[config.mk]
export PLATFORM = sky130hd
export DESIGN_NAME = pipe_stage_chain
export DESIGN_NICKNAME = d
export VERILOG_FILES = /design/src/rtl/pipe_stage_chain.sv
export SDC_FILE = /design/constraint.sdc
export NUM_CORES = 1
export LEC_CHECK = 0
export ABC_AREA = 1
export CAP_MARGIN = 20
export CORE_ASPECT_RATIO = 0.8
export CORE_MARGIN = 2
export CORE_UTILIZATION = 55
export DETAILED_ROUTE_END_ITERATION = 12
export MAX_ROUTING_LAYER = met4
export PLACE_DENSITY = 0.87
export SLEW_MARGIN = 30
export SYNTH_ARGS = -nofsm -noshare
export SYNTH_HDL_FRONTEND = slang
export SYNTH_SLANG_ARGS = --single-unit
[constraint.sdc]
create_clock -name clock -period 5.35 [get_ports clock]
set_input_delay 1.07 -clock clock [delete_from_list [all_inputs] [get_ports clock]]
set_output_delay 1.07 -clock clock [all_outputs]
set_load 0.005 [all_outputs]
[src/rtl/pipe_stage_chain.sv]
// Chain of DEPTH valid/ready pipeline stages, each with a one-entry skid buffer,
// carrying a data payload and a control field that is zeroed on flush or when invalid.
module pipe_stage_chain #(
  parameter int unsigned DATA_W = 128,
  parameter int unsigned CTRL_W = 12,
  parameter int unsigned DEPTH  = 1,
  parameter int unsigned CNT_W  = 5
) (
  input  logic              clock,
  input  logic              resetn,
  input  logic              in_valid,
  output logic              in_ready,
  input  logic [DATA_W-1:0] in_data,
  input  logic [CTRL_W-1:0] in_ctrl,
  input  logic              flush,
  output logic              out_valid,
  input  logic              out_ready,
  output logic [DATA_W-1:0] out_data,
  output logic [CTRL_W-1:0] out_ctrl,
  output logic              out_bubble,
  output logic [CNT_W-1:0]  occupancy
);

  // Per-stage main-register view and registered ready, indexed by stage
  logic [DEPTH-1:0]  st_valid;
  logic [DEPTH-1:0]  st_ready;
  logic [DATA_W-1:0] st_data [DEPTH];
  logic [CTRL_W-1:0] st_ctrl [DEPTH];

  for (genvar k = 0; k < DEPTH; k++) begin : g_stage
    logic              up_valid;
    logic [DATA_W-1:0] up_data;
    logic [CTRL_W-1:0] up_ctrl;
    logic              dn_ready;

    logic              m_valid, m_valid_n;
    logic [DATA_W-1:0] m_data,  m_data_n;
    logic [CTRL_W-1:0] m_ctrl,  m_ctrl_n;
    logic              s_valid, s_valid_n;
    logic [DATA_W-1:0] s_data,  s_data_n;
    logic [CTRL_W-1:0] s_ctrl,  s_ctrl_n;
    logic              rdy_q;
    logic              take;
    logic              pop;

    if (k == 0) begin : g_head
      assign up_valid = in_valid;
      assign up_data  = in_data;
      assign up_ctrl  = in_ctrl;
    end else begin : g_link
      assign up_valid = st_valid[k-1];
      assign up_data  = st_data[k-1];
      assign up_ctrl  = st_ctrl[k-1];
    end

    if (k == DEPTH - 1) begin : g_tail
      assign dn_ready = out_ready;
    end else begin : g_mid
      assign dn_ready = st_ready[k+1];
    end

    assign take = up_valid & rdy_q;
    assign pop  = m_valid & dn_ready;

    always_comb begin
      m_valid_n = m_valid;
      m_data_n  = m_data;
      m_ctrl_n  = m_ctrl;
      s_valid_n = s_valid;
      s_data_n  = s_data;
      s_ctrl_n  = s_ctrl;
      if (flush) begin
        // Data is deliberately left in place; only valid and control are killed
        m_valid_n = 1'b0;
        m_ctrl_n  = '0;
        s_valid_n = 1'b0;
        s_ctrl_n  = '0;
      end else if (pop) begin
        if (s_valid) begin
          m_valid_n = 1'b1;
          m_data_n  = s_data;
          m_ctrl_n  = s_ctrl;
          s_valid_n = 1'b0;
          s_ctrl_n  = '0;
        end else if (take) begin
          m_valid_n = 1'b1;
          m_data_n  = up_data;
          m_ctrl_n  = up_ctrl;
        end else begin
          m_valid_n = 1'b0;
          m_ctrl_n  = '0;
        end
      end else if (take) begin
        if (!m_valid) begin
          m_valid_n = 1'b1;
          m_data_n  = up_data;
          m_ctrl_n  = up_ctrl;
        end else begin
          s_valid_n = 1'b1;
          s_data_n  = up_data;
          s_ctrl_n  = up_ctrl;
        end
      end
    end

    always_ff @(posedge clock or negedge resetn) begin
      if (!resetn) begin
        m_valid <= 1'b0;
        m_data  <= '0;
        m_ctrl  <= '0;
        s_valid <= 1'b0;
        s_data  <= '0;
        s_ctrl  <= '0;
        rdy_q   <= 1'b0;
      end else begin
        m_valid <= m_valid_n;
        m_data  <= m_data_n;
        m_ctrl  <= m_ctrl_n;
        s_valid <= s_valid_n;
        s_data  <= s_data_n;
        s_ctrl  <= s_ctrl_n;
        // Ready tracks the next skid state so it never sees out_ready combinationally
        rdy_q   <= !s_valid_n;
      end
    end

    assign st_valid[k] = m_valid;
    assign st_data[k]  = m_data;
    assign st_ctrl[k]  = m_ctrl;
    assign st_ready[k] = rdy_q;
  end

  logic             accept;
  logic             deliver;
  logic [CNT_W-1:0] occ_q;

  assign accept  = in_valid & st_ready[0];
  assign deliver = st_valid[DEPTH-1] & out_ready;

  always_ff @(posedge clock or negedge resetn) begin
    if (!resetn) begin
      occ_q <= '0;
    end else if (flush) begin
      occ_q <= '0;
    end else begin
      occ_q <= occ_q + CNT_W'(accept) - CNT_W'(deliver);
    end
  end

  assign in_ready   = st_ready[0];
  assign out_valid  = st_valid[DEPTH-1];
  assign out_data   = st_data[DEPTH-1];
  assign out_ctrl   = st_ctrl[DEPTH-1] & {CTRL_W{st_valid[DEPTH-1]}};
  assign out_bubble = !st_valid[DEPTH-1];
  assign occupancy  = occ_q;

endmodule

==> report_table.html <==
<table>
<tr><th>Metric</th><th>Value</th></tr>
<tr><th colspan="2">Detailed routing</th></tr>
<tr><td>Avg Vias per Cell</td><td>5.17</td></tr>
<tr><td>Length of the first detailed-routing pass in iterations</td><td>5</td></tr>
<tr><td>Number of vias in the routed layout</td><td>11403</td></tr>
<tr><td>Post-Route WL</td><td>33.3 mm</td></tr>
<tr><td>DRC errors left</td><td>0</td></tr>
<tr><td>First DRT Iteration DRCs</td><td>1087</td></tr>
<tr><td>Antenna-violating nets left</td><td>0</td></tr>
<tr><td>Average wire length per cell after detail routing</td><td>15.1 um</td></tr>
<tr><th colspan="2">Synthesis</th></tr>
<tr><td>Syn_nets</td><td>1787</td></tr>
<tr><td>Gate count of the mapped netlist</td><td>1636</td></tr>
<tr><td>Top area cells in the synthesized netlist</td><td>sky130_fd_sc_hd__dfrtp_1, sky130_fd_sc_hd__nand2_1, sky130_fd_sc_hd__o21ai_0</td></tr>
<tr><td>Netlist area before placement</td><td>12900 sq um</td></tr>
<tr><td>Synthesized area per cell</td><td>7.89 sq um</td></tr>
<tr><td>Count of distinct cell types in the synthesized netlist</td><td>23</td></tr>
<tr><td>YS warnings</td><td>0</td></tr>
<tr><td>Area share of the leading cell type in the synthesized netlist</td><td>0.558</td></tr>
<tr><td>Post-synthesis register bit count</td><td>288</td></tr>
<tr><td>Fraction of the yosys area taken by sequential cells</td><td>0.558</td></tr>
<tr><td>Library cell with the largest summed area after synthesis</td><td>sky130_fd_sc_hd__dfrtp_1</td></tr>
<tr><th colspan="2">Floorplan</th></tr>
<tr><td>Placeable core area</td><td>23200 sq um</td></tr>
<tr><td>Die Outline Area</td><td>24700 sq um</td></tr>
<tr><td>Initial core utilization</td><td>0.556</td></tr>
<tr><td>Die H</td><td>141 um</td></tr>
<tr><td>Row count</td><td>50</td></tr>
<tr><td>Chip width</td><td>175 um</td></tr>
<tr><td>Total I/O pin count</td><td>293</td></tr>
<tr><th colspan="2">CTS</th></tr>
<tr><td>Setup repair bufs after CTS</td><td>0</td></tr>
<tr><td>Post-cts resize count</td><td>0</td></tr>
<tr><td>Clock root buffer</td><td>sky130_fd_sc_hd__clkbuf_16</td></tr>
<tr><td>Clock buffer count from CTS</td><td>29</td></tr>
<tr><td>CTS hold repair buffers</td><td>0</td></tr>
<tr><td>Clock Latency Late Sink</td><td>0.52 ns</td></tr>
<tr><td>Depth of the CTS H-tree</td><td>1</td></tr>
<tr><td>Clock slew at the register clock pins of the worst setup and hold paths</td><td>0.06 ns</td></tr>
<tr><td>Deepest clock path buffer count</td><td>3</td></tr>
<tr><td>Number of clock sinks</td><td>288</td></tr>
<tr><td>CTS tree</td><td>done</td></tr>
<tr><th colspan="2">Power and ir drop</th></tr>
<tr><td>Leakage component of the power</td><td>8.47 nW</td></tr>
<tr><td>Power density over the cells</td><td>395 nW/um^2</td></tr>
<tr><td>Total design power</td><td>6.64 mW</td></tr>
<tr><td>Worst supply voltage drop on vdd</td><td>0.246 mV</td></tr>
<tr><th colspan="2">Cells and area</th></tr>
<tr><td>Cell Count, Final, Fillers Out</td><td>2204</td></tr>
<tr><td>Total Nets Final</td><td>2025</td></tr>
<tr><td>Area added between synthesis and finish</td><td>30.4%</td></tr>
<tr><td>Final cell utilization of the core</td><td>0.725</td></tr>
<tr><td>Filler cell count in the final layout</td><td>1695</td></tr>
<tr><td>Layout cells sized above 1</td><td>0.0349</td></tr>
<tr><td>Final standard cell area without fillers</td><td>16800 sq um</td></tr>
<tr><td>Count of antenna diodes in the layout</td><td>0</td></tr>
<tr><th colspan="2">Run status</th></tr>
<tr><td>Run status</td><td>complete, no violations</td></tr>
<tr><th colspan="2">Timing</th></tr>
<tr><td>Final-layout worst hold slack</td><td>0.480 ns</td></tr>
<tr><td>FMAX</td><td>324 MHz</td></tr>
<tr><td>Final hold vios</td><td>0</td></tr>
<tr><td>Accumulated negative setup slack</td><td>0 ns</td></tr>
<tr><td>Transition time of the tightest slew-check pin</td><td>0.816 ns</td></tr>
<tr><td>Fraction of the cycle the final worst path needs</td><td>0.577</td></tr>
<tr><td>Minimum period implied by the final worst setup slack</td><td>3.09 ns</td></tr>
<tr><td>Final WS setup</td><td>2.26 ns</td></tr>
<tr><td>Final Max Tran Viols</td><td>0</td></tr>
<tr><td>Number of setup violations in the final report</td><td>0</td></tr>
<tr><td>Worst setup skew after layout</td><td>0.00753 ns</td></tr>
<tr><td>RSZ-0062 raised after global routing</td><td>no</td></tr>
<tr><td>Slew headroom</td><td>0.456</td></tr>
<tr><th colspan="2">GRT</th></tr>
<tr><td>Global-route wire length before repair</td><td>54.7 mm</td></tr>
<tr><td>GR Overflow Total</td><td>0</td></tr>
<tr><td>Vias in the first global route</td><td>11116</td></tr>
<tr><td>Initial antenna violation count</td><td>0</td></tr>
<tr><td>Maximum number of pins on one net before global-route repair</td><td>137</td></tr>
<tr><td>Overall routing resource usage</td><td>0.278</td></tr>
<tr><th colspan="2">Worst setup path</th></tr>
<tr><td>Critical path data arrival time</td><td>3.54 ns</td></tr>
<tr><td>Required time at the worst-slack endpoint</td><td>5.80 ns</td></tr>
<tr><td>Max FO, Critical Path</td><td>86</td></tr>
<tr><td>Startpoint type of the worst setup path</td><td>input pin</td></tr>
<tr><td>Critical path type</td><td>input pin to flip-flop</td></tr>
<tr><td>Type of element capturing the critical path</td><td>flip-flop</td></tr>
<tr><th colspan="2">Placement</th></tr>
<tr><td>Half-perimeter wire length after detailed placement</td><td>21.7 mm</td></tr>
<tr><td>Number of cells in the design after placement</td><td>2155</td></tr>
<tr><td>Final RePlAce weighted congestion</td><td>0.903</td></tr>
<tr><td>Number of port buffers</td><td>292</td></tr>
<tr><td>Placement-stage cell area</td><td>15900 sq um</td></tr>
<tr><td>Worst setup slack after placement</td><td>1.58 ns</td></tr>
<tr><th colspan="2">Hold path</th></tr>
<tr><td>Hold WC Path Type</td><td>flip-flop to flip-flop</td></tr>
<tr><th colspan="2">Run</th></tr>
<tr><td>Max-capacitance violation count</td><td>0</td></tr>
</table>
## cell families after synthesis
kind of cell,Yosys count,synth area share
AOI/OAI and AO/OA,278,0.108
DFF,288,0.558
and+or+nand+nor,803,0.240
buffers and inverters,259,0.0859
xor gates and xnor gates,2,0.00136
adders and majority gates,6,0.00640
## cells in the mapped netlist
library cell and n:
sky130_fd_sc_hd__buf_4 20, sky130_fd_sc_hd__nand2_1 750, sky130_fd_sc_hd__buf_2 49, sky130_fd_sc_hd__buf_1 1, sky130_fd_sc_hd__o21ai_1 10, sky130_fd_sc_hd__nor2_1 11, sky130_fd_sc_hd__clkbuf_1 26, sky130_fd_sc_hd__dfrtp_1 288
sky130_fd_sc_hd__nand2_2 1, sky130_fd_sc_hd__or2_2 2, sky130_fd_sc_hd__nand2_4 2, sky130_fd_sc_hd__ha_1 5, sky130_fd_sc_hd__nand3b_1 1, sky130_fd_sc_hd__nand4_1 1, sky130_fd_sc_hd__nand3_1 33, sky130_fd_sc_hd__xor2_1 2
sky130_fd_sc_hd__inv_2 3, sky130_fd_sc_hd__inv_1 160, sky130_fd_sc_hd__nand3_2 1, sky130_fd_sc_hd__a21oi_1 6, sky130_fd_sc_hd__fa_1 1, sky130_fd_sc_hd__nor2_4 1, sky130_fd_sc_hd__o21ai_0 262
## worst max-delay path, cell delays in order
cell,delay (ns)
sky130_fd_sc_hd__clkdlybuf4s50_1,0.53
sky130_fd_sc_hd__nand2_4,0.19
sky130_fd_sc_hd__ha_1,0.26
sky130_fd_sc_hd__inv_1,0.05
sky130_fd_sc_hd__nand4_1,0.24
sky130_fd_sc_hd__inv_6,0.61
sky130_fd_sc_hd__buf_4,0.39
sky130_fd_sc_hd__nand2_1,0.09
sky130_fd_sc_hd__nand2_1,0.08
## final cells by class
type | count | area, sq um | area share
tap | 312 | 390 | 0.0232
clock inverter | 9 | 124 | 0.00736
inverter | 163 | 617 | 0.0367
clock buffer | 40 | 827 | 0.0492
multi-input combinational | 1089 | 4600 | 0.273
sequential | 288 | 7210 | 0.428
timing repair buffer | 303 | 3060 | 0.182
## final timing paths
path                              startpoint           end  slack, ns  cells past startpoint
worst max-delay path               out_ready  out_data[97]       2.26                      9
worst min register to register  out_data[12]  out_data[12]       0.48                      2
min in group asynchronous             resetn  out_data[23]       0.58                      1
worst min-delay path            out_data[12]  out_data[12]       0.48                      2
worst max register to register     out_valid  out_data[97]       2.54                      8
max in group asynchronous             resetn  out_data[56]       3.55                      2
## where the power goes
part / switching, mW / total [mW] / internal [mW]
sequential: 0.364 / 3.10 / 2.74
combinational: 0.671 / 1.52 / 0.845
clock: 0.805 / 2.02 / 1.21
## layer usage
metal	vias to the layer above	track usage	part of all wire
met2	498	0.427	0.46
li1	5493	-	-
met4	0	0.0662	0.021
met1	5354	0.389	0.44
met5	-	-	0
met3	58	0.0485	0.078
## sequential cells by signal, summed over array words and instances, names as in the netlist
| register | count |
|---|---|
| in_ready | 1 |
| out_valid | 1 |
| g_stage.s_ctrl | 12 |
| occupancy | 5 |
| g_stage.m_ctrl | 12 |
| g_stage.s_valid | 1 |
| g_stage.s_data | 128 |
| out_data | 128 |
## cells in the final DEF (no fill, tap or decap)
master                            instances
sky130_fd_sc_hd__nor2_4                   1
sky130_fd_sc_hd__nand3_4                  1
sky130_fd_sc_hd__inv_6                    1
sky130_fd_sc_hd__clkbuf_1                 5
sky130_fd_sc_hd__inv_2                    2
sky130_fd_sc_hd__ha_1                     5
sky130_fd_sc_hd__clkbuf_16               29
sky130_fd_sc_hd__bufinv_16                3
sky130_fd_sc_hd__nand4_1                  1
sky130_fd_sc_hd__nand2_2                  1
sky130_fd_sc_hd__nand2_1                750
sky130_fd_sc_hd__a21oi_1                  6
sky130_fd_sc_hd__buf_4                    7
sky130_fd_sc_hd__clkdlybuf4s50_1        291
sky130_fd_sc_hd__nand3b_1                 1
sky130_fd_sc_hd__clkinv_2                 5
sky130_fd_sc_hd__nand2_4                  2
sky130_fd_sc_hd__clkinv_4                 1
sky130_fd_sc_hd__fa_1                     1
sky130_fd_sc_hd__inv_1                  160
sky130_fd_sc_hd__o21ai_0                262
sky130_fd_sc_hd__xor2_1                   2
sky130_fd_sc_hd__buf_8                    1
sky130_fd_sc_hd__dfrtp_1                288
sky130_fd_sc_hd__o21ai_1                 10
sky130_fd_sc_hd__or2_2                    2
sky130_fd_sc_hd__nor2_1                  11
sky130_fd_sc_hd__nand3_1                 33
sky130_fd_sc_hd__clkbuf_8                 6
sky130_fd_sc_hd__buf_12                   4
Note: power is estimated with default switching activity, not from simulation.
